`config.mk`:
```
export PLATFORM = sky130hd
export DESIGN_NAME = fpga_config_loader
export DESIGN_NICKNAME = d
export VERILOG_FILES = /design/src/rtl/fpga_config_loader.sv
export SDC_FILE = /design/constraint.sdc
export NUM_CORES = 1
export LEC_CHECK = 0
export ABC_AREA = 1
export CAP_MARGIN = 0
export CORE_ASPECT_RATIO = 0.8
export CORE_MARGIN = 2
export CORE_UTILIZATION = 41
export DETAILED_ROUTE_END_ITERATION = 10
export PLACE_DENSITY = 0.6
export SYNTH_ARGS = -nofsm -noshare
export SYNTH_HDL_FRONTEND = slang
export SYNTH_SLANG_ARGS = --single-unit
```
`constraint.sdc`:
```
create_clock -name clk -period 22.8 [get_ports clk]
set_input_delay 4.56 -clock clk [delete_from_list [all_inputs] [get_ports clk]]
set_output_delay 4.56 -clock clk [all_outputs]
set_load 0.005 [all_outputs]
```
`src/rtl/fpga_config_loader.sv`:
```
// Configuration loader for the programmable fabric: takes a byte stream, checks the
// sync byte, pad bits and XOR checksum, then commits the word and releases fabric reset.
module fpga_config_loader #(
  parameter int         CFG_BITS  = 116,
  parameter logic [7:0] SYNC_BYTE = 8'hA5
) (
  input  logic                clk,
  input  logic                reset,
  input  logic                start,
  input  logic [7:0]          in_data,
  input  logic                in_valid,
  output logic                in_ready,
  output logic [CFG_BITS-1:0] prog_out,
  output logic                fabric_reset,
  output logic                done,
  output logic                error
);

  localparam int NBYTES   = (CFG_BITS + 7) / 8;
  localparam int SH_W     = NBYTES * 8;
  localparam int PAD_BITS = SH_W - CFG_BITS;
  localparam int CNT_W    = (NBYTES > 1) ? $clog2(NBYTES) : 1;
  localparam logic [CNT_W-1:0] LAST_IDX = CNT_W'(NBYTES - 1);
  // Pad bits occupy the top of the first payload byte.
  localparam logic [7:0] PAD_MASK = 8'(8'hFF << (8 - PAD_BITS));

  typedef enum logic [2:0] {
    ST_IDLE,
    ST_SYNC,
    ST_LOAD,
    ST_CHECK,
    ST_RELEASE,
    ST_DONE,
    ST_ERROR
  } state_t;

  state_t           state;
  logic [SH_W-1:0]  shadow;
  logic [CNT_W-1:0] cnt;
  logic [7:0]       acc;
  logic             pad_err;
  logic             accept;

  assign accept = in_valid & in_ready;

  function automatic logic pad_bad(input logic [7:0] b);
    return |(b & PAD_MASK);
  endfunction

  function automatic logic [SH_W-1:0] shift_in(input logic [SH_W-1:0] sh,
                                               input logic [7:0]      b);
    return {sh[SH_W-9:0], b};
  endfunction

  always_ff @(posedge clk or posedge reset) begin
    if (reset) begin
      state        <= ST_IDLE;
      shadow       <= '0;
      cnt          <= '0;
      acc          <= '0;
      pad_err      <= 1'b0;
      prog_out     <= '0;
      fabric_reset <= 1'b1;
      done         <= 1'b0;
      error        <= 1'b0;
      in_ready     <= 1'b0;
    end else if (start) begin
      // Restart from any state; a byte offered on this edge is dropped.
      state        <= ST_SYNC;
      cnt          <= '0;
      acc          <= '0;
      pad_err      <= 1'b0;
      fabric_reset <= 1'b1;
      done         <= 1'b0;
      error        <= 1'b0;
      in_ready     <= 1'b1;
    end else begin
      case (state)
        ST_IDLE: begin
          in_ready <= 1'b0;
        end
        ST_SYNC: begin
          if (accept && in_data == SYNC_BYTE) begin
            state   <= ST_LOAD;
            cnt     <= '0;
            acc     <= '0;
            pad_err <= 1'b0;
          end
        end
        ST_LOAD: begin
          if (accept) begin
            shadow <= shift_in(shadow, in_data);
            acc    <= acc ^ in_data;
            cnt    <= cnt + 1'b1;
            if (cnt == '0)
              pad_err <= pad_bad(in_data);
            if (cnt == LAST_IDX)
              state <= ST_CHECK;
          end
        end
        ST_CHECK: begin
          if (accept) begin
            in_ready <= 1'b0;
            if (in_data == acc && !pad_err) begin
              prog_out <= shadow[CFG_BITS-1:0];
              done     <= 1'b1;
              state    <= ST_RELEASE;
            end else begin
              error <= 1'b1;
              state <= ST_ERROR;
            end
          end
        end
        ST_RELEASE: begin
          // prog_out has settled for a full cycle before the fabric leaves reset.
          fabric_reset <= 1'b0;
          state        <= ST_DONE;
        end
        ST_DONE: begin
          in_ready <= 1'b0;
        end
        ST_ERROR: begin
          in_ready <= 1'b0;
        end
        default: begin
          state        <= ST_IDLE;
          in_ready     <= 1'b0;
          fabric_reset <= 1'b1;
          done         <= 1'b0;
          error        <= 1'b0;
        end
      endcase
    end
  end

  a_done_error_excl: assert property (@(posedge clk) disable iff (reset) !(done && error));
  a_run_needs_done:  assert property (@(posedge clk) disable iff (reset) !fabric_reset |-> done);

endmodule
```
==> results.toml, run 1 <==
[worst_setup_path]
worst_setup_path_end_kind = "flip-flop"
start_kind = "input port"
arrival_ns = 7.46
worstSetupPathType = "input port to flip-flop"
required_ns = 23.21
crit_fanout = 90

[floorplan]
core.rowCount = 51
fp.dieW_um = 181
start_util_pct = 42.0
die-area_um2 = 26400
die_h_um = 146
fp.coreArea_um2 = 24500
io_pins = 132

[placement]
portBuffers = 131
hpwlAfterDp_mm = 14.7
place_congestion = 0.793
place_inst = 1490

[sta]
finalCritPeriodShare_pct = 30.9
slew_headroom_pct = 32.9
worst_pin_slew_ns = 1.01
hold_slack_ns = 0.469
clock-skew-final_ns = 0.0110
hold_violations = 0
rsz0062_at_grt = "no"
finalMaxSlewViolations = 0
period_minus_slack_ns = 7.05
finalSetupTns_ns = 0
fmax_ghz = 0.142
finalSetupViolations = 0

[synth]
synth-warning-count = 0
synth_area_um2 = 10300
syn_avg_cell_area_um2 = 9.27
syn_nets = 1124
synth_cell_types = 29
synthCells = 1109
ys_ff_latch = 252
ys_seq_area_share_pct = 61.3

[routing]
vias = 7794
wl_per_cell_um = 15.6
wirelength_mm = 24.1
vias_per_cell = 5.07
drc = 0
ant_nets = 0
first_pass_iters = 5
drt_iter0_drc = 704

[clock_network]
cts_hold_buf = 0
clk_pin_slew_ns = 0.06
cts_tree = "yes"
cts_root_buffer = "clkbuf_16"
post_cts_buffers = 0
htreeDepth = 1
cts_buffers = 26
clock_latency_ns = 0.52
cts_sinks = 252
clockBufferDepth = 3
cts_resized = 0

[job]
max-cap-violations = 0

[power]
power.total_mw = 1.26
powerDensity_nw_per_um2 = 100
peakVddDrop_mv = 0.0580
cellLeakagePower_nw = 6.41

[global_routing]
grt_max_degree = 118
grt_pass1_wl_mm = 40.7
grt_remaining_overflow = 0
grt_use_total_pct = 18.6
antenna_found_initial = 0
grt_pass1_vias = 7642

[hold_path]
hold_path_class = "flip-flop to flip-flop"

[layout]
nets = 1215
drive_gt1_share_pct = 6.23
layout_commonest_cell = "nand2_1"
fin_cells = 1538
fin_util_pct = 51.5
n_antenna_cell = 0
syn_to_final_growth_pct = 22.7
layout_common_cells = "nand2_1 (347), dfrtp_1 (251), clkdlybuf4s50_1 (131)"

[status]
status = "complete, no violations"
## area by class of cell
type | instances | area, um^2
inverter | 78 | 300
clock inverter | 13 | 169
sequential | 252 | 6310
timing repair buffer | 139 | 1370
tap | 318 | 398
clock buffer | 35 | 756
fill | 2308 | 11900
multi-input combinational | 703 | 3320
## kinds of logic (layout without fill, tap and decap cells)
logic type               after synthesis  count (layout)  share of synthesized area (%)
multiplexers                          10              10                           1.10
buffers and inverters                154             265                           6.68
XOR/XNOR                               4               4                          0.341
AND/OR/NAND/NOR                      557             557                           23.8
AO/OA/AOI/OAI                        129             129                           6.42
flip-flops                           252             252                           61.3
adder cells (fa/ha/maj)                3               3                          0.365
## registers in the layout (all words and copies together), names as in the netlist
| signal | cells |
|---|---|
| prog_out | 116 |
| in_ready | 1 |
| cnt | 4 |
| pad_err | 1 |
| state | 3 |
| acc | 8 |
| fabric_reset | 1 |
| done | 1 |
| shadow | 116 |
| error | 1 |
## worst max-delay path: stages
cell and delay (ns):
clkdlybuf4s50_1 0.61, xnor2_1 0.17, nand4_1 0.16, nor2_4 0.62, nand3_4 0.46, buf_4 0.53, nand2_1 0.18, nand2_1 0.06
## through the flow
stage	worst slack, ns	area, um^2
after floorplan	11.31	10300
after global placement	15.28	11700
after detailed placement	15.24	11700
after CTS	15.79	12600
after global routing	15.50	12600
final	15.75	12600
## power breakdown
part / total (mW) / switching, mW / internal (mW) / leakage (nW)
sequential: 0.625 / 0.0763 / 0.549 / 3.27
combinational: 0.185 / 0.119 / 0.0664 / 2.68
clock: 0.453 / 0.176 / 0.278 / 0.464
## Yosys cell counts, drive strengths merged
master    n  share of area [%]
a21oi    53                2.6
a31o      2               0.17
a31oi     1              0.061
a41oi     1              0.085
and2      1              0.061
buf      55                3.1
clkbuf   21               0.77
dfrtp   251                 61
dfstp     1               0.26
ha        3               0.37
inv      78                2.8
mux2     10                1.1
nand2   349                 13
nand3    16               0.83
nand4   120                7.3
nor2     70                2.7
nor3b     1              0.073
o21a      1              0.073
o21ai    71                3.5
xnor2     1              0.085
xor2      3               0.26
## metal layers
metal	track usage, %	vias to the layer above	routed length [um]
met5	0	-	0
met1	29.4	3772	12400
met2	27.4	163	10300
li1	-	3828	-
met3	2.70	31	959
met4	3.66	0	387
## worst paths after layout
path	startpoint	endpoint	slack, ns	cells after the start
min in group asynchronous	reset	prog_out[114]	4.56	2
hold reg to reg	prog_out[49]	prog_out[49]	0.47	2
setup / recovery	in_data[7]	prog_out[43]	15.75	8
setup reg to reg	acc[7]	prog_out[43]	19.96	7
max in group asynchronous	reset	prog_out[59]	16.05	4
hold / removal	prog_out[49]	prog_out[49]	0.47	2
Note: power is estimated with default switching activity, not from simulation.
==> inputs of run 2 (changes only) <==
clock period = 6.74 ns   (was 22.8 ns; I/O delays follow)
==> run 2 against run 1 <==
Core utilization down 0.56 points. Worst hold slack worse by 0.0037 ns. Via count down 0.38%. Combinational power rose to 3.4 times the previous value. Cell count down 0.20%. Power rose to 3.2 times the previous value. Die area unchanged. Count of clock-buffer cells in the layout up 5. Critical path type unchanged. Largest power group unchanged. Highest routed layer unchanged.
==> results.toml, run 2 (synthesis gave the netlist of run 1 again) <==
[status]
status = "complete, no violations"

[clock_network]
clk_pin_slew_ns = 0.06
post_cts_buffers = 0
cts_sinks = 252
cts_buffers = 25
clockBufferDepth = 3
clock_latency_ns = 0.52
cts_hold_buf = 0
htreeDepth = 1
cts_resized = 0
cts_root_buffer = "clkbuf_16"
cts_tree = "yes"

[placement]
portBuffers = 131
pre_cts_ws_ns = 2.12
place_congestion = 0.813
hpwlAfterDp_mm = 14.7
placedInstanceArea_um2 = 11700

[worst_setup_path]
worst_setup_path_end_kind = "flip-flop"
worstSetupPathType = "input port to flip-flop"
start_kind = "input port"
arrival_ns = 4.50
required_ns = 7.14
crit_fanout = 60

[sta]
hold_slack_ns = 0.465
finalCritPeriodShare_pct = 60.9
fmax_ghz = 0.244
clock-skew-final_ns = 0.0121
finalSetupTns_ns = 0
finalMaxSlewViolations = 0
finalSetupViolations = 0
fin_ws_ns = 2.64
slew_headroom_pct = 33.8
worst_pin_slew_ns = 0.992
rsz0062_at_grt = "no"
period_minus_slack_ns = 4.10
hold_violations = 0

[layout]
multi_input_area_um2 = 3320
regArea_um2 = 6310
layout_commonest_cell = "nand2_1"
syn_to_final_growth_pct = 21.4
drive_gt1_share_pct = 5.59
n_antenna_cell = 0
layout_common_cells = "nand2_1 (347), dfrtp_1 (251), clkdlybuf4s50_1 (131)"
nets = 1215
postLayoutCellArea_um2 = 12500
num-fill-cells = 2350
largest_registers = "prog_out (116), shadow (116), acc (8)"

[power]
power.total_mw = 4.07
cellLeakagePower_nw = 6.33
peakVddDrop_mv = 0.174
powerDensity_nw_per_um2 = 326

[floorplan]
die_h_um = 146
start_util_pct = 42.0
fp.coreArea_um2 = 24500
core.rowCount = 51
fp.dieW_um = 181
die-area_um2 = 26400
io_pins = 132

[routing]
drc = 0
drt_iter0_drc = 590
first_pass_iters = 5
ant_nets = 0
vias_per_cell = 5.06
vias = 7764
wirelength_mm = 24.4
wl_per_cell_um = 15.9

[global_routing]
grt_pass1_wl_mm = 40.6
grt_max_degree = 144
grt_remaining_overflow = 0
grt_use_total_pct = 18.7
grt_pass1_vias = 7458
antenna_found_initial = 0

[job]
max-cap-violations = 0

[hold_path]
hold_path_class = "flip-flop to flip-flop"
-- run 2: area by class of cell --
class                           instances  share of cell area (%)
Timing Repair Buffer                  140                    11.1
Multi-Input combinational cell        703                    26.6
Clock buffer                           40                    6.02
Inverter                               78                    2.38
Clock inverter                          4                   0.160
Tap cell                              318                    3.19
Sequential cell                       252                    50.5
-- run 2: worst paths after layout --
kind	start	end	slack (ns)	depth (start not counted)
worst min-delay path	prog_out[41]	prog_out[41]	0.47	2
max in group asynchronous	reset	shadow[74]	4.02	4
worst min register to register	prog_out[41]	prog_out[41]	0.47	2
min in group asynchronous	reset	prog_out[100]	1.44	3
worst max register to register	acc[7]	prog_out[18]	3.59	7
worst max-delay path	in_data[7]	prog_out[18]	2.64	8
-- run 2: critical path: stages --
cell and delay [ns]:
clkdlybuf4s50_1 0.58, xnor2_1 0.17, nand4_1 0.19, nor2_4 0.65, nand3_4 0.70, buf_4 0.58
nand2_1 0.15, nand2_1 0.07
-- run 2: where the power goes --
part / internal (mW) / switching (mW)
Sequential: 1.86 / 0.261
Combinational: 0.226 / 0.400
Clock: 0.759 / 0.564
-- run 2: metal layers --
layer	wire length (um)	global-route usage, %	vias up
met4	416	3.66	0
met1	12600	29.9	3714
met5	0	0	-
met3	1100	2.80	33
met2	10200	26.9	189
li1	-	-	3828
-- run 2: through the flow --
stage | util [%] | instances
after CTS | 50.9 | 1535
after detailed placement | 47.8 | 1491
after floorplan | - | 1109
after global routing | 50.9 | 1535
after global placement | 47.8 | 1491
final | 50.9 | 1535
==> inputs of run 3 (changes only) <==
PLACE_DENSITY = 0.62   (was 0.6)
clock period = 3.5 ns   (was 6.74 ns; I/O delays follow)
==> run 3 against run 2 <==
Clock skew decreased by 0.0015 ns. First-iteration DRC count decreased by 12%. Largest cell class unchanged. Sequential share of layout area decreased by 0.96 points. Sequential power increased by 94%.
==> results.toml, run 3 (synthesis gave the netlist of run 1 again) <==
[status]
status = "complete, no violations"

[sta]
slew_headroom_pct = 45.0
finalCritPeriodShare_pct = 66.5
period_minus_slack_ns = 2.33
worst_pin_slew_ns = 0.824
finalMaxSlewViolations = 0
hold_violations = 0
hold_slack_ns = 0.471
rsz0062_at_grt = "no"
finalSetupViolations = 0
fmax_ghz = 0.430
clock-skew-final_ns = 0.0106

[floorplan]
start_util_pct = 42.0
die_h_um = 146
io_pins = 132
die-area_um2 = 26400
fp.coreArea_um2 = 24500
fp.dieW_um = 181
core.rowCount = 51

[layout]
n_antenna_cell = 0
nets = 1225
largest_registers = "prog_out (116), shadow (116), acc (8)"
drive_gt1_share_pct = 6.67
syn_to_final_growth_pct = 23.8
fin_cells = 1547
postLayoutCellArea_um2 = 12700
layout_commonest_cell = "nand2_1"
num-fill-cells = 2246
fin_util_pct = 51.9
layout_common_cells = "nand2_1 (347), dfrtp_1 (251), clkdlybuf4s50_1 (131)"

[global_routing]
grt_use_total_pct = 18.7
grt_remaining_overflow = 0
antenna_found_initial = 0
grt_pass1_vias = 7494
grt_pass1_wl_mm = 40.7
grt_max_degree = 129

[worst_setup_path]
worst_setup_path_end_kind = "flip-flop"
crit_fanout = 63
arrival_ns = 2.78
cpPeakStageDelay_ns = 0.59
required_ns = 3.95
critPathSlowestCell = "clkdlybuf4s50_1"
worstSetupPathType = "input port to flip-flop"
start_kind = "input port"
crit_top_cell = "nand4_1"
cp_cell_sequence = "clkdlybuf4s50_1, xnor2_1, nand4_1, nor2_4, buf_4, nand4_1, nand2_1"

[clock_network]
cts_resized = 0
cts_root_buffer = "clkbuf_16"
clk_pin_slew_ns = 0.06
htreeDepth = 1
clockBufferDepth = 3
clock_latency_ns = 0.52
cts_sinks = 252
cts_hold_buf = 0
cts_tree = "yes"
cts_buffers = 26
post_cts_buffers = 0

[routing]
wirelength_mm = 24.2
drt_iter0_drc = 518
top_layer_used = "met4"
met2WireLength_mm = 10.2
first_pass_iters = 5
ant_nets = 0
vias = 7883
met1Wirelength_mm = 12.5
met3_length_mm = 1.21
vias_per_cell = 5.10
wl_per_cell_um = 15.7
drc = 0

[power]
peakVddDrop_mv = 0.355
powerDensity_nw_per_um2 = 641
cellLeakagePower_nw = 6.45
power.total_mw = 8.16

[placement]
hpwlAfterDp_mm = 15.6
portBuffers = 131
place_congestion = 0.813
place_inst = 1500
placedInstanceArea_um2 = 11800

[job]
max-cap-violations = 0

[hold_path]
hold_path_class = "flip-flop to flip-flop"
==> run 3: cell types whose count changed in the layout (fill, tap and decap cells not counted), sizes merged <==
cell,before,now
buf,9,18
bufinv,0,2
clkinv,4,3
clkinvlp,1,3
==> run 3: per-layer routing <==
metal / GRT usage, % / up-vias
met4: 3.25 / 0
met3: 3.48 / 26
li1: - / 3841
met1: 29.8 / 3832
met2: 26.8 / 184
met5: 0 / -
==> run 3: stage by stage <==
step | TNS (ns) | setup slack (ns)
2_1_floorplan | -129.23 | -0.515
3_3_place_gp | 0 | 0.699
3_5_place_dp | 0 | 0.671
4_1_cts | 0 | 1.19
5_1_grt | 0 | 1.02
6_report | 0 | 1.17
==> run 3: path summary, 6_finish.rpt <==
| path | from | end | slack (ns) | depth (start not counted) |
|---|---|---|---|---|
| max in group asynchronous | reset | prog_out[28] | 2.07 | 3 |
| worst max register to register | in_ready | shadow[26] | 1.50 | 5 |
| min in group asynchronous | reset | prog_out[105] | 0.68 | 2 |
| worst max-delay path | in_data[7] | prog_out[30] | 1.17 | 7 |
| worst min-delay path | prog_out[103] | prog_out[103] | 0.47 | 2 |
| worst min register to register | prog_out[103] | prog_out[103] | 0.47 | 2 |
==> run 3: area by class of cell <==
class                      instances  area [um^2]  share of cell area (%)
tap                              318          398                    3.13
clock buffer                      40          795                    6.24
inverter                          78          297                    2.33
clock inverter                     7         90.1                   0.708
timing repair buffer             149         1520                    12.0
sequential                       252         6310                    49.6
multi-input combinational        703         3320                    26.1
==> run 3: critical path, delay by kind of cell <==
kind          cells  cell delay [ns]
simple gates      4             0.75
xor+xnor          1             0.17
buf+inv           2             1.14
==> run 3: power breakdown <==
part | internal (mW) | switching (mW)
clock network | 1.70 | 1.11
registers | 3.58 | 0.542
logic | 0.450 | 0.780
==> edit 1 (config.mk and constraints of run 3) <==
Change the parameter `CFG_BITS` from 116 to 232.
--- a/src/rtl/fpga_config_loader.sv
+++ b/src/rtl/fpga_config_loader.sv
@@ -1,7 +1,7 @@
 // Configuration loader for the programmable fabric: takes a byte stream, checks the
 // sync byte, pad bits and XOR checksum, then commits the word and releases fabric reset.
 module fpga_config_loader #(
-  parameter int         CFG_BITS  = 116,
+  parameter int         CFG_BITS  = 232,
   parameter logic [7:0] SYNC_BYTE = 8'hA5
 ) (
   input  logic                clk,
Interface: changed (resized prog_out); port bits go from 132 to 248. No check against the original RTL was run, so the function may have changed too.
==> edit 1 against run 3 <==
  * Area after synthesis increased by 82%
  * Cell area increased by 86%
  * Clock power increased by 95%
  * Routed wire length increased by 100%
  * First-iteration DRC count increased by 110%
  * Sequential share of layout area increased by 1.7 points
  * Sequential cell count increased by 232
  * Total power increased by 93%
  * Worst setup slack got worse by 42 ps
  * Register-to-register slack got worse by 210 ps
  * Combinational power increased by 75%
==> edit 1: results (changes against run 3) <==
| Metric | Value |
|---|---|
| Leading registers by flop count | `prog_out (232), shadow (232), acc (8)` |
| Via Count | `14370 (+82%)` |
| Clock skew | `18.44 ps (+7.827 ps)` |
| RR Endpoint | `prog_out[108]` |
| Total GRT Usage | `20.50% (+1.8 points)` |
| Clk_lat worst skew | `590 ps (+70 ps)` |
| Global-route wire length before repair | `78360 microns (+92%)` |
| Crit-path slowest cell | `dfstp_2` |
| Cells after Synth | `2046 (+84%)` |
| Port Buffers | `247 (+89%)` |
| Hold path endpoint | `prog_out[30]` |
| Met1 Routed Length | `23370 microns (+87%)` |
| Nets@finish | `2268 (+85%)` |
| WL per Instance | `16.65 microns (+6.4%)` |
| Reg2Reg Depth | `8 (+3)` |
| Synth cell types | `22 (-24%)` |
| Clk pin slew, worst setup/hold paths | `60 ps (about the same)` |
| Area contributors post-synth | `dfrtp_1 64%, nand2_1 13%, nand3_1 6.4%` |
| Placed instance count | `2814 (+88%)` |
| Fill count | `4125 (+84%)` |
| WL met3 | `2587 microns (+110%)` |
| Routability cong. | `0.8363 (+2.9%)` |
| Top Family by Delay on Critical Path | `flip-flops` |
| Reg2Reg Launch Point | `state[1]` |
| Hold Startpoint | `prog_out[30]` |
| R2r setup slk | `1290 ps (-210 ps)` |
| Total nets after synthesis | `2060 (+83%)` |
| DP HPWL | `31860 microns (+100%)` |
| Max layer used | `met4` |
| Hold Path Class | `reg2reg` |
| Met1 Use GR | `30.91% (+1.1 points)` |
| LEAKAGE | `0.01220 uW (+89%)` |
| Fraction of final layout cells with drive strength greater than 1 | `5.711% (-0.96 points)` |
| Syn. warnings | `0 (unchanged)` |
| Sequential area share after synthesis | `64.60% (+3.3 points)` |
| Met3 Resource Use GR | `4.329% (+0.85 points)` |
| Met2 WL | `21380 microns (+110%)` |
| Met2 usage | `30.14% (+3.4 points)` |
| Setup Buffers After CTS | `0 (unchanged)` |
| Finished Layout Cells | `2906 (+88%)` |
| Synth top cells by count | `651 x nand2_1, 483 x dfrtp_1, 241 x nand3_1` |
| H-tree depth | `2 (+1)` |
| Initial DRC count | `1092 (+110%)` |
| Pin count of the biggest net entering global routing | `119 (-7.8%)` |
| WHS | `468.1 ps (-2.506 ps)` |
| Status | `finished clean` |
| Clk buf depth | `3 (unchanged)` |
| IR drop worst, VDD | `440.4 uV (+24%)` |
| N_diodes | `0 (unchanged)` |
| Total clock buffers created by CTS | `50 (+92%)` |
| Post_cts resized | `0 (unchanged)` |
| Actual slew at the worst max-slew pin | `742.2 ps (-81.39 ps)` |
| Ys async rst share | `100.0% (unchanged)` |
| Drt pass-1 iters | `5 (unchanged)` |
| Crit-path max FO | `2 (-97%)` |
| Slowest stage delay, CP | `580 ps` |
| Placed Area | `21950 sq um (+85%)` |
-- edit 1: cell count changes in the layout (fill, tap and decap cells not counted), sizes merged, moves of 54 or more --
cell           change
clkdlybuf4s50    +116
inv               +71
nand4            -120
nand3            +225
dfrtp            +232
nor2              +54
a21oi             +61
nand2            +302
o21ai             +73
-- edit 1: worst max path at each step --
stage / slack (ps) / from / depth (start not counted) / to
5_1_grt: 990 / in_data[7] / 12 / prog_out[126]
4_1_cts: 1090 / fabric_reset / 1 / fabric_reset
3_3_place_gp: 620 / start / 7 / shadow[193]
2_1_floorplan: -3760 / reset / 1 / acc[0]
3_5_place_dp: 570 / in_data[4] / 12 / prog_out[108]
6_report: 1130 / fabric_reset / 1 / fabric_reset
-- edit 1: cell families after synthesis --
logic type,Yosys count,share of synthesized area (%)
compound gates,260,6.967
xor+xnor,2,0.09344
fa+ha+maj,2,0.1334
buf+inv,277,6.013
flops,484,64.60
simple gates,1021,22.19
-- edit 1: metrics by stage --
step | util [%] | setup slack (ps)
final | 52.04 | 1130
after global routing | 52.04 | 989.6
after CTS | 52.04 | 1089
after detailed placement | 48.29 | 571.5
after global placement | 48.29 | 621.3
after floorplan | - | -3760
-- edit 1: layout make-up --
type / count / area, sq um / area share (%)
Clock inverter: 17 / 210.2 / 0.8887
Inverter: 147 / 560.5 / 2.370
Sequential cell: 484 / 12110 / 51.21
Clock buffer: 75 / 1495 / 6.321
Tap cell: 612 / 765.7 / 3.237
Timing Repair Buffer: 286 / 2990 / 12.64
Multi-Input combinational cell: 1285 / 5519 / 23.33
-- edit 1: power breakdown --
part / switching [uW] / total, uW / leakage, uW / internal, uW
Clock: 2230 / 5480 / 0.000844 / 3250
Combinational: 1340 / 2150 / 0.00512 / 810
Sequential: 1140 / 8150 / 0.00623 / 7010
Total: 4720 / 15800 / 0.0122 / 11100
==> edit 2 (settings of run 3) <==
Made on the original files. Encoding of `state_t`: now one-hot (7 bits for 7 states).
--- a/src/rtl/fpga_config_loader.sv
+++ b/src/rtl/fpga_config_loader.sv
@@ -24,14 +24,14 @@
   // Pad bits occupy the top of the first payload byte.
   localparam logic [7:0] PAD_MASK = 8'(8'hFF << (8 - PAD_BITS));
 
-  typedef enum logic [2:0] {
-    ST_IDLE,
-    ST_SYNC,
-    ST_LOAD,
-    ST_CHECK,
-    ST_RELEASE,
-    ST_DONE,
-    ST_ERROR
+  typedef enum logic [6:0] {
+    ST_IDLE    = 7'b0000001,
+    ST_SYNC    = 7'b0000010,
+    ST_LOAD    = 7'b0000100,
+    ST_CHECK   = 7'b0001000,
+    ST_RELEASE = 7'b0010000,
+    ST_DONE    = 7'b0100000,
+    ST_ERROR   = 7'b1000000
   } state_t;
 
   state_t           state;
Function: no difference found for any inputs over 4 cycles, from zero or initial values and one cycle with reset high; so few cycles prove little.
==> edit 2 against run 3 <==
  * Count of clock-buffer cells in the layout rose by 2
  * Total power fell by 8.0%
  * Routed wire length fell by 8.7%
  * Cell area fell by 0.75%
  * Die area fell by 0.71%
  * Clock skew rose by 4.6 ps
  * Sequential cell count rose by 4
  * Sequential share of layout area rose by 1.2 points
  * Non-clock buffer count fell by 7
  * Worst setup slack got worse by 51 ps
  * Area after synthesis fell by 0.73%
  * Critical path type unchanged
==> edit 2: results (changes against run 3) <==
| Metric | Value |
|---|---|
| DP HPWL | `14730 microns (-5.4%)` |
| Nets@finish | `1210 (-1.2%)` |
| Met2 usage | `23.82% (-2.9 points)` |
| WHS | `472.9 ps (+2.300 ps)` |
| Slew headroom | `25.27% (-20 points)` |
| R2r setup slk | `1280 ps (-220 ps)` |
| Initial DRC count | `524 (+1.2%)` |
| WL per Instance | `14.42 microns (-7.9%)` |
| Synth cell types | `27 (-6.9%)` |
| Compound-Gate Fraction of Synth Area | `12.25% (+5.8 points)` |
| Sequential area share after synthesis | `62.78% (+1.4 points)` |
| Reg2Reg Launch Point | `state[0]` |
| Multiplexer area fraction after synthesis | `0% (-1.1 points)` |
| Worst EP arrival | `2720 ps (-60 ps)` |
| Crit-path max FO | `40 (-37%)` |
| Vias/cell | `4.691 (-7.9%)` |
| Via Count | `7192 (-8.8%)` |
| Placed Area | `11760 sq um (-0.71%)` |
| Slowest stage delay, CP | `800 ps (+210 ps)` |
| Status | `finished clean` |
| LEAKAGE | `0.006093 uW (-5.5%)` |
| Met1 Routed Length | `11630 microns (-7.0%)` |
| Met2 WL | `9086 microns (-11%)` |
| Met1 Use GR | `27.23% (-2.6 points)` |
| Vias in the first global route | `6891 (-8.0%)` |
| Hold path endpoint | `prog_out[22]` |
| Placement Setup Slack | `559.1 ps (-112.4 ps)` |
| Met3 Resource Use GR | `3.363% (-0.12 points)` |
| Final worst path period need | `2379 ps (+51.39 ps)` |
| Crit-path slowest cell | `inv_1` |
-- edit 2: cell types whose count changed in the layout (fill, tap and decap cells not counted), moves of 19 or more --
cell     before  now
nand2_1     347  314
nor2_1       67   25
o21ai_1       9   74
o21ai_0      62  133
nand4_1     120    3
inv_1        75  124
nand3_1      15   34
o21ai_2       0   23
a21oi_1      53    1
-- edit 2: power by group --
group | switching, uW | internal [uW] | total [uW]
registers | 308 | 3490 | 3800
clock network | 1120 | 1630 | 2750
logic | 668 | 296 | 964
total | 2100 | 5410 | 7510
-- edit 2: cell type report --
class,instances,area (sq um),share of cell area [%]
Tap cell,318,397.9,3.150
Timing Repair Buffer,142,1494,11.83
Clock inverter,7,41.29,0.3269
Multi-Input combinational cell,638,2967,23.48
Sequential cell,256,6409,50.73
Clock buffer,42,832.0,6.587
Inverter,130,491.7,3.893
-- edit 2: worst min-delay path, cell delays in order, from the launching register on --
cell and delay, ps:
dfrtp_1 340, nand2_1 50, nand2_1 50
